**src/rtl/fletcher_framer.sv**
```systemverilog
// Stream framer: forwards payload words, drives the Fletcher checksum stage, then appends checksum hi/lo words. Latency: in->out 1 cycle.
// Checksum hi is valid FlushLen+1 cycles after the last payload word. in_ready follows the output register; flush ignores out_ready.
// Optional length word before the checksum when FLETCHER_FRAMER_LEN_EN is defined.
module fletcher_framer #(
    parameter int Width    = 32,
    parameter int FlushLen = 2,
    localparam int WidthHalf = Width / 2
) (
    input  logic                 clk,
    input  logic                 rst,
    input  logic                 in_valid,
    output logic                 in_ready,
    input  logic [WidthHalf-1:0] in_data,
    input  logic                 in_last,
    output logic                 out_valid,
    input  logic                 out_ready,
    output logic [WidthHalf-1:0] out_data,
    output logic                 out_last,
    output logic                 ck_rst,
    output logic                 ck_en,
    output logic [WidthHalf-1:0] ck_din,
    input  logic [Width-1:0]     ck_dout
);

    localparam int FcW = (FlushLen > 1) ? $clog2(FlushLen) : 1;

    typedef enum logic [2:0] {
        S_CLEAR,
        S_PAYLOAD,
        S_FLUSH,
        S_SUM_LEN,
        S_SUM_HI,
        S_SUM_LO
    } state_t;

    state_t               state_q, state_d;
    logic [FcW-1:0]       flush_cnt;
    logic                 flush_done;
    logic                 out_free;
    logic                 in_xfer;
    logic                 load;
    logic                 load_last;
    logic [WidthHalf-1:0] load_dat;

`ifdef FLETCHER_FRAMER_LEN_EN
    logic [15:0]          len_cnt;
`endif

    assign out_free   = !out_valid || out_ready;
    assign flush_done = (flush_cnt == FcW'(FlushLen - 1));
    assign in_xfer    = in_valid && in_ready;

    always_comb begin
        state_d   = state_q;
        in_ready  = 1'b0;
        ck_rst    = 1'b0;
        ck_en     = 1'b0;
        ck_din    = '0;
        load      = 1'b0;
        load_last = 1'b0;
        load_dat  = '0;
        case (state_q)
            S_CLEAR: begin
                ck_rst  = 1'b1;
                state_d = S_PAYLOAD;
            end
            S_PAYLOAD: begin
                in_ready = out_free;
                if (in_valid && out_free) begin
                    ck_en    = 1'b1;
                    ck_din   = in_data;
                    load     = 1'b1;
                    load_dat = in_data;
                    if (in_last) state_d = S_FLUSH;
                end
            end
            S_FLUSH: begin
                // zero words push the last payload word through the checksum pipeline
                ck_en = 1'b1;
                if (flush_done) begin
`ifdef FLETCHER_FRAMER_LEN_EN
                    state_d = S_SUM_LEN;
`else
                    state_d = S_SUM_HI;
`endif
                end
            end
`ifdef FLETCHER_FRAMER_LEN_EN
            S_SUM_LEN: begin
                if (out_free) begin
                    load     = 1'b1;
                    load_dat = WidthHalf'(len_cnt);
                    state_d  = S_SUM_HI;
                end
            end
`endif
            S_SUM_HI: begin
                if (out_free) begin
                    load     = 1'b1;
                    load_dat = ck_dout[Width-1:WidthHalf];
                    state_d  = S_SUM_LO;
                end
            end
            S_SUM_LO: begin
                if (out_free) begin
                    load      = 1'b1;
                    load_last = 1'b1;
                    load_dat  = ck_dout[WidthHalf-1:0];
                    state_d   = S_CLEAR;
                end
            end
            default: state_d = S_CLEAR;
        endcase
    end

    always_ff @(posedge clk or posedge rst) begin
        if (rst) begin
            state_q   <= S_CLEAR;
            flush_cnt <= '0;
        end else begin
            state_q <= state_d;
            if (state_q == S_FLUSH && !flush_done) flush_cnt <= flush_cnt + FcW'(1);
            else                                   flush_cnt <= '0;
        end
    end

    always_ff @(posedge clk or posedge rst) begin
        if (rst) begin
            out_valid <= 1'b0;
            out_data  <= '0;
            out_last  <= 1'b0;
        end else if (load) begin
            out_valid <= 1'b1;
            out_data  <= load_dat;
            out_last  <= load_last;
        end else if (out_ready) begin
            out_valid <= 1'b0;
            out_last  <= 1'b0;
        end
    end

`ifdef FLETCHER_FRAMER_LEN_EN
    always_ff @(posedge clk or posedge rst) begin
        if (rst)                    len_cnt <= '0;
        else if (state_q == S_CLEAR) len_cnt <= '0;
        else if (in_xfer)            len_cnt <= len_cnt + 16'd1;
    end
`endif

endmodule

```
**config.mk**
```make
export PLATFORM = sky130hd
export DESIGN_NAME = fletcher_framer
export DESIGN_NICKNAME = d
export VERILOG_FILES = /design/src/rtl/fletcher_framer.sv
export SDC_FILE = /design/constraint.sdc
export NUM_CORES = 1
export LEC_CHECK = 0
export ABC_AREA = 1
export BUFFER_PORTS_ARGS = -buffer_cell sky130_fd_sc_hd__buf_2
export CAP_MARGIN = 15
export CORE_MARGIN = 3
export CORE_UTILIZATION = 30
export DETAILED_ROUTE_END_ITERATION = 12
export HOLD_SLACK_MARGIN = 0.03
export REMOVE_ABC_BUFFERS = 1
export SLEW_MARGIN = 20
export SYNTH_ARGS = -nofsm -noshare
export SYNTH_HDL_FRONTEND = slang
export SYNTH_SLANG_ARGS = --single-unit
export TNS_END_PERCENT = 30
```
**constraint.sdc**
```tcl
create_clock -name clk -period 1.7 [get_ports clk]
set_clock_uncertainty 0.2 [all_clocks]
set_input_delay 0.17 -clock clk [delete_from_list [all_inputs] [get_ports clk]]
set_output_delay 0.17 -clock clk [all_outputs]
set_load 0.02 [all_outputs]
```
# After elaboration in Yosys (flattened, before gate mapping)
# Cells that the tools add are included.
[classes]
addsub = 1
n_eq_ne = 9
mux = 22
reduce_logical = 9
[ops]
columns = ["cell", "n"]
rows = [
  ["2-to-1 mux 16 bit", 4],
  ["case mux 16 bit (3 select lines)", 1],
  ["2-to-1 mux 3 bit", 5],
  ["case mux 3 bit (5 select lines)", 1],
  ["inequality test 2 bit, second input constant", 5],
  ["2-to-1 mux 1 bit", 9],
  ["== test 3 bit, second input constant", 2],
  ["AND reduction 5 bit", 1],
  ["case mux 1 bit (2 select lines)", 2],
  ["== test 3 x 1 -> 1 bit, second input constant", 1],
  ["== test 3 x 2 -> 1 bit, second input constant", 1],
  ["logical NOT 3 bit", 1],
  ["logical AND 1 bit", 2],
  ["logical NOT 1 bit", 2],
  ["nonzero test 2 bit", 1],
  ["OR reduction 2 bit", 1],
  ["adder 1 bit, second input constant", 1],
  ["logical OR 1 bit", 1],
]
[word_totals]
register_bits = 22
inputBits = 53
output_inout_bits = 37

# Longest topological paths before layout
# Gate-level depths: netlist (run 1).
[logic_depth]
word_depth = 6
depth_mapped = 8
ltp_nobuf = 7

# Worst setup path after synthesis (run 1)
# No wires, ideal clock.
[synth_timing]
path_type = "register to output"
from = "register state_q[2]"
to = "output ck_rst"
arrival_time_ps = 1211
setup_slack_ps = 119
stages_incl_launch_ff = 4
n_path_buf = 2
cell_sequence = "dfrtp_1 buf_4 clkbuf_1 nor3_1"
[synth_via]
elab_chain_len = 2
[synth_lines]
columns = ["item", "line", "source"]
rows = [
  ["start: declaration", "36", "state_t state_q, state_d;"],
  ["start signal: assignment", "121", "state_q <= state_d;"],
  ["logical NOT 3 bit", "62", "case (state_q)"],
  ["2-to-1 mux 1 bit", "62", ""],
  ["end: declaration", "19", "output logic ck_rst,"],
]
# No other way between the ends.

# Final worst setup path (run 1)
[layout_timing]
from = "register state_q[1]"
to = "output ck_din[6]"
[layout_via]
elab_chain_len = 2
[layout_lines]
columns = ["item", "line", "source"]
rows = [
  ["== test 3 x 1 -> 1 bit", "62", ""],
  ["2-to-1 mux 16 bit", "62", ""],
  ["end: declaration", "21", "output logic [WidthHalf-1:0] ck_din,"],
]
# No other way between the ends.

==> run metrics, run 1 <==
outcome=complete, but fails checks; failing checks=setup timing; commonest cells after routing, fill and taps aside=buf_2 (71), nand3_1 (57), nand2_1 (46); CP max-delay cell=dfrtp_1; count of final max-slew check failures=0; WL/cell=12.8 µm; delay-heaviest family, CP=flip-flops; cell taking the most area after synthesis=dfrtp_1; post-synthesis mux area share=0%; post-synthesis simple-gate area fraction=between 40% and 50%; layout cell share with drive strength beyond 1=~45%; most used cell, CP=nand2_4; commonest non-fill, non-tap cell in the layout=buf_2; starting density of the core=between 30% and 40%; FF+latch count, synth=22; Final setup viols=17; XOR/XNOR Fraction of Synth Area=0%; Tcrit/Tclk final=107%; Mapped Area=between 1000 and 1500 µm²; total CTS buffers=3; Hold Path Class=in -> reg; nets=between 300 and 400; CP bufs+invs=3; HPWL after DPL=3370 µm; All-Layer GR Usage=between 10% and 20%; vias per inst=between 4 and 5; LEAKAGE=1.46 nW; max_cap viols=0; num ports=90; full die area=between 5000 and 6000 µm²; Setup crit end kind=output pin; routability-driven placement congestion ratio=0.761; DRC=0; Netlist cell types=19; grt total ovfl=0; clk sinks=22; Area Overhead vs Synth=66.1%; post-synthesis sequential area ratio=between 30% and 40%; first-pass GRT wire length=8670 µm; clk buf depth=2; Synth top area share=37.3%; Slew HR=approximately four fifths; Ys Warns=0; average instance area after synthesis=6.65 µm²; Post-Route WL=slightly above 5000 µm; CP startpoint kind=flop; Pwr Density=roughly 1500 nW/µm²; core box area=4560 µm²; Final Hold Viols=0; Critical Path RT=around 1300 ps; CTS clk-pin slew, worst paths=~80 ps; Highest Clock Rate=approximately 550 MHz; maximum vdd drop=between 0.0006 and 0.0007 V; Critical Path Max Stage Delay=420 ps; setup TNS=-1530 ps; worst setup path class=reg -> out; Post-Syn Instances=between 200 and 250; crit-path max FO=5; critical path arrival=around 1500 ps; Total Power=approximately 3.7 mW; # H-tree levels=1; clk_lat worst skew=approximately 260 ps; largest family of logic cells by synthesized area=simple AND/OR/NAND/NOR gates; CTS root buf=clkbuf_8; vias in the first global route=between 1500 and 2000; Final WS setup=-117 ps; Rows=24; DRT iter0 DRCs=a little under 100; Slew @ Worst Pin=just under 300 ps; count of input and output buffers=just under 90; min Tclk post-route=between 1500 and 2000 ps; largest net degree at the start of global routing=29; Cell Chain, Critical Path=nor2_4, nand2_4, nor2_8, clkbuf_16, nand2_4, inv_2, buf_6; Final ANT Viol Nets=0; RSZ-0062 raised after global routing=true; TritonCTS clock tree=done; Die H=about 76 µm; final core utilization=approximately 54%; FF+latch area=approximately 550 µm²; antenna fix cells=0; Compound-Gate Fraction of Synth Area=less than 1%; via count=1804; top cells by area, synth=dfrtp_1 (37%), nand3_1 (19%), nand2_1 (16%); post-synthesis adder-cell area fraction=0%; area of the multi-input gates=approximately 820 µm²; width of the die=~76 µm; fillcell total=around 460; initial antenna violation count=0; DRT Pass-1 Iters=4
==> cells in the mapped netlist, drive strengths merged <==
| cell type | count |
|---|---|
| buf | 11 |
| nor3 | 2 |
| inv | 27 |
| nand2 | 65 |
| nand4 | 3 |
| or2 | 1 |
| o21bai | 1 |
| clkbuf | 1 |
| nor2 | 32 |
| nand3 | 57 |
| dfrtp | 22 |
==> cell type report <==
cell class | count | share of cell area [%]
Timing Repair Buffer | 118 | 34.8
Multi-Input combinational cell | 161 | 33.6
Tap cell | 65 | 3.32
Clock buffer | 3 | 1.68
Inverter | 27 | 4.13
Sequential cell | 22 | 22.4
==> cells by family (layout without fill, tap and decap cells) <==
family	Yosys count	count (layout)
simple gates	160	160
buf+inv	39	148
flops	22	22
compound gates	1	1
==> power by group <==
group | total, mW | switching (mW) | leakage, nW | internal [mW]
combinational | 2.43 | 1.49 | 1.16 | 0.946
clock | 0.323 | 0.165 | 0.0216 | 0.158
sequential | 0.909 | 0.140 | 0.276 | 0.768
==> through the flow <==
step,hold slack [ps],instance area [µm²],cells,setup WS (ps)
detailed placement,22.4,1970,371,56.2
global route,59.9,2450,396,-190
finish,42.5,2450,396,-117
floorplan,-40.8,1390,210,-377
global placement,20.7,1970,371,105
CTS,39.0,2350,395,-83.8
==> state kept, by name, summed over array words and instances, names as in the netlist <==
name	count
state_q	3
out_data	16
out_valid	1
out_last	1
flush_cnt	1
==> what timing repair did <==
item | CTS | global route
pin swaps | 3 | 3
cloned | 0 | 1
hold endpoints to repair | 39 | 0
resized for setup | 40 | 39
hold buffers | 18 | 0
setup endpoints to repair | 17 | 35
setup buffers | 3 | 0
==> worst register-to-register path, cell delays in order, from the launching register on <==
cell and delay (ps):
dfrtp_1 420, buf_4 170, inv_2 90, nand2_2 80, nor2_4 140, nand2_4 160, nand3_1 120, nand3_1 80
==> worst paths after layout <==
kind	startpoint	endpoint	slack, ps	depth (start not counted)
max	state_q[1]$_DFFE_PP0P_	ck_din[6]	-120	7
min	ck_dout[25]	out_data[9]$_DFFE_PP0P_	40	5
max reg2reg	state_q[1]$_DFFE_PP0P_	out_data[7]$_DFFE_PP0P_	130	7
min reg2reg	out_data[5]$_DFFE_PP0P_	out_data[5]$_DFFE_PP0P_	310	2
max in group asynchronous	rst	flush_cnt$_DFF_PP0_	780	4
min in group asynchronous	rst	out_data[2]$_DFFE_PP0P_	290	4
==> routing by layer <==
layer | GRT usage (%) | share of wire, % | vias up
met5 | 0 | 0 | -
met4 | 4.17 | 0.88 | 0
met3 | 3.78 | 7.5 | 7
met2 | 32.4 | 50 | 76
met1 | 21.2 | 41 | 801
li1 | - | - | 920
(Power assumes the default switching activity.)
==> run 2, diff against run 1 <==
Settings changed: CORE_UTILIZATION 30 to 43, PLACE_DENSITY from default to 0.8.
==> run metrics, run 2 (synthesized netlist as in run 1, its figures left out) <==
switching part of the total power=50.2% (+1.3 points); Psw=1.93 mW (+7.6%); delay-heaviest family, CP=simple AND/OR/NAND/NOR gates; CP startpoint kind=flop; Pwr Density=1400 nW/µm² (-6.4%); Final Hold Viols=0 (unchanged); DRC=0 (unchanged); Die H=64.6 µm (-15%); full die area=4170 µm² (-28%); core box area=3150 µm² (-31%); Flop pwr share=23.4% (-1.4 points); Setup crit end kind=output pin; max_cap viols=0 (unchanged); area of the multi-input gates=853 µm² (+3.6%); Slew HR=79.5% (-1.1 points); reg2reg start=state_q[1]$_DFFE_PP0P_; routability-driven placement congestion ratio=0.829 (+8.9%); grt total ovfl=0 (unchanged); critical path arrival=1530 ps (+80 ps); Cell Chain, Critical Path=inv_2, nor2_4, nand2_4, nor2_4, buf_6, or2_4, buf_6; Final setup viols=19 (+2); DRT Pass-1 Iters=5 (+1); Critical Path RT=1330 ps (about the same); outcome=complete, but fails checks; Hold Crit Start=in_last; vias in the first global route=2136 (+13%); CP bufs+invs=3 (unchanged); HPWL after DPL=3170 µm (-5.9%); initial antenna violation count=0 (unchanged); min Tclk post-route=1900 ps (+81.1 ps); clk buf depth=2 (unchanged); WL/cell=15.5 µm (+21%); total CTS buffers=3 (unchanged); count of input and output buffers=89 (unchanged); largest registers=out_data: 16 flops, state_q: 3 flops; Rows=20 (-17%); vias per inst=5.37 (+18%); Area Overhead vs Synth=86.3%; Logic pwr share=70.1% (+3.7 points); commonest non-fill, non-tap cell in the layout=buf_2; Final ANT Viol Nets=0 (unchanged); fillcell total=159 (-65%); worst setup path start=state_q[0]$_DFFE_PP0P_; Highest Clock Rate=527 MHz (-4.3%); num ports=90 (unchanged); LEAKAGE=1.60 nW (+9.8%); first-pass GRT wire length=9970 µm (+15%); Post-Route WL=6440 µm (+27%); TritonCTS clock tree=done; Tcrit/Tclk final=112% (+4.8 points); Final WS setup=-198 ps (-81.1 ps); nets=425 (+10%); Slew @ Worst Pin=306 ps (+15.3 ps); FF+latch area=551 µm² (unchanged); Top reg by flops=out_data; # H-tree levels=1 (unchanged); CP max-delay cell=dfrtp_1; max reg flops=16 (unchanged); CTS clk-pin slew, worst paths=130 ps (+50 ps); final core utilization=87.2% (+33 points); starting density of the core=46.8% (+14 points); CTS root buf=clkbuf_4; Internal Power=1.92 mW (+2.3%); Clk network pwr share=6.4% (-2.4 points); via count=2224 (+23%); failing checks=setup timing; layout cell share with drive strength beyond 1=42.4% (-2.3 points); count of final max-slew check failures=0 (unchanged); Critical Path Max Stage Delay=410 ps (about the same); DRT iter0 DRCs=204 (+110%); Total Power=3.85 mW (+4.9%); width of the die=64.6 µm (-15%); crit-path max FO=4 (-1); antenna fix cells=0 (unchanged); worst setup path class=reg -> out; RSZ-0062 raised after global routing=true; All-Layer GR Usage=30.6% (+13 points); Hold Path Class=in -> reg; largest net degree at the start of global routing=29 (unchanged); commonest cells after routing, fill and taps aside=buf_2 (70), nand3_1 (56), nand2_1 (46), dlygate4sd3_1 (46), nor2_1 (26); clk sinks=22 (unchanged); maximum vdd drop=0.000883 V (+40%); clk_lat worst skew=310 ps (+50 ps)
[run 2: cell count changes in the layout (fill, tap and decap cells not counted), moves of 5 or more]
cell / change
buf_4: +13
dlygate4sd3_1: +28
inv_1: +5
inv_2: -5
[run 2: what timing repair did]
| item | CTS | global route |
|---|---|---|
| setup endpoints to repair | 17 | 37 |
| cloned | 2 | 0 |
| endpoints found under the hold margin | 39 | 0 |
| hold buffers | 46 | 0 |
| buffers inserted | 10 | 2 |
| gates resized for setup | 54 | 21 |
| pin swaps | 7 | 6 |
[run 2: metrics by stage]
stage          hold slack, ps  std cells  area [µm²]  TNS, ps  setup slack, ps
3_3_place_gp             22.6        351        1950        0              114
6_report                 22.0        414        2750    -2880             -198
4_1_cts                  31.1        412        2670    -1970             -169
2_1_floorplan           -40.8        210        1390    -9750             -377
3_5_place_dp             28.1        351        1950        0             87.6
5_1_grt                  59.9        414        2750    -4080             -259
[run 2: area by class of cell]
type                            instances  share of cell area [%]
Multi-Input combinational cell        163                    31.0
Inverter                               27                    3.69
Sequential cell                        22                    20.0
Clock buffer                            3                   0.819
Timing Repair Buffer                  155                    42.4
Tap cell                               44                    2.00
[run 2: power groups by stage]
stage	clock network (mW)	registers [mW]	logic, mW
6_report	0.248	0.901	2.70
3_3_place_gp	0	0.901	2.01
3_5_place_dp	0	0.904	2.05
5_1_grt	0.267	0.924	2.88
4_1_cts	0.243	0.891	2.48
2_1_floorplan	0	1.22	1.01
[run 2: path summary, 6_finish.rpt]
path                                                 end  depth (start not counted)  slack [ps]
min in group asynchronous        out_data[2]$_DFFE_PP0P_                          4         240
worst min register to register  out_data[11]$_DFFE_PP0P_                          2         320
worst max-delay path                               ck_en                          7        -200
max in group asynchronous         state_q[2]$_DFFE_PP0P_                          4         830
worst max register to register  out_data[10]$_DFFE_PP0P_                          9         -90
worst min-delay path              state_q[2]$_DFFE_PP0P_                          5          20
[run 2: per-layer routing]
layer  part of all wire (%)  track usage, %
met5                      0               0
met4                    3.1            11.1
met2                     50            55.9
met1                     35            34.1
met3                     11            7.45
[run 2: worst reg2reg max path, cell delays in order (launching register included)]
cell,delay (ps)
dfrtp_1,430
nor2_4,150
nand2_4,120
nor2_8,210
nand2_2,90
buf_4,130
buf_4,120
buf_4,120
buf_4,120
nand3_2,50
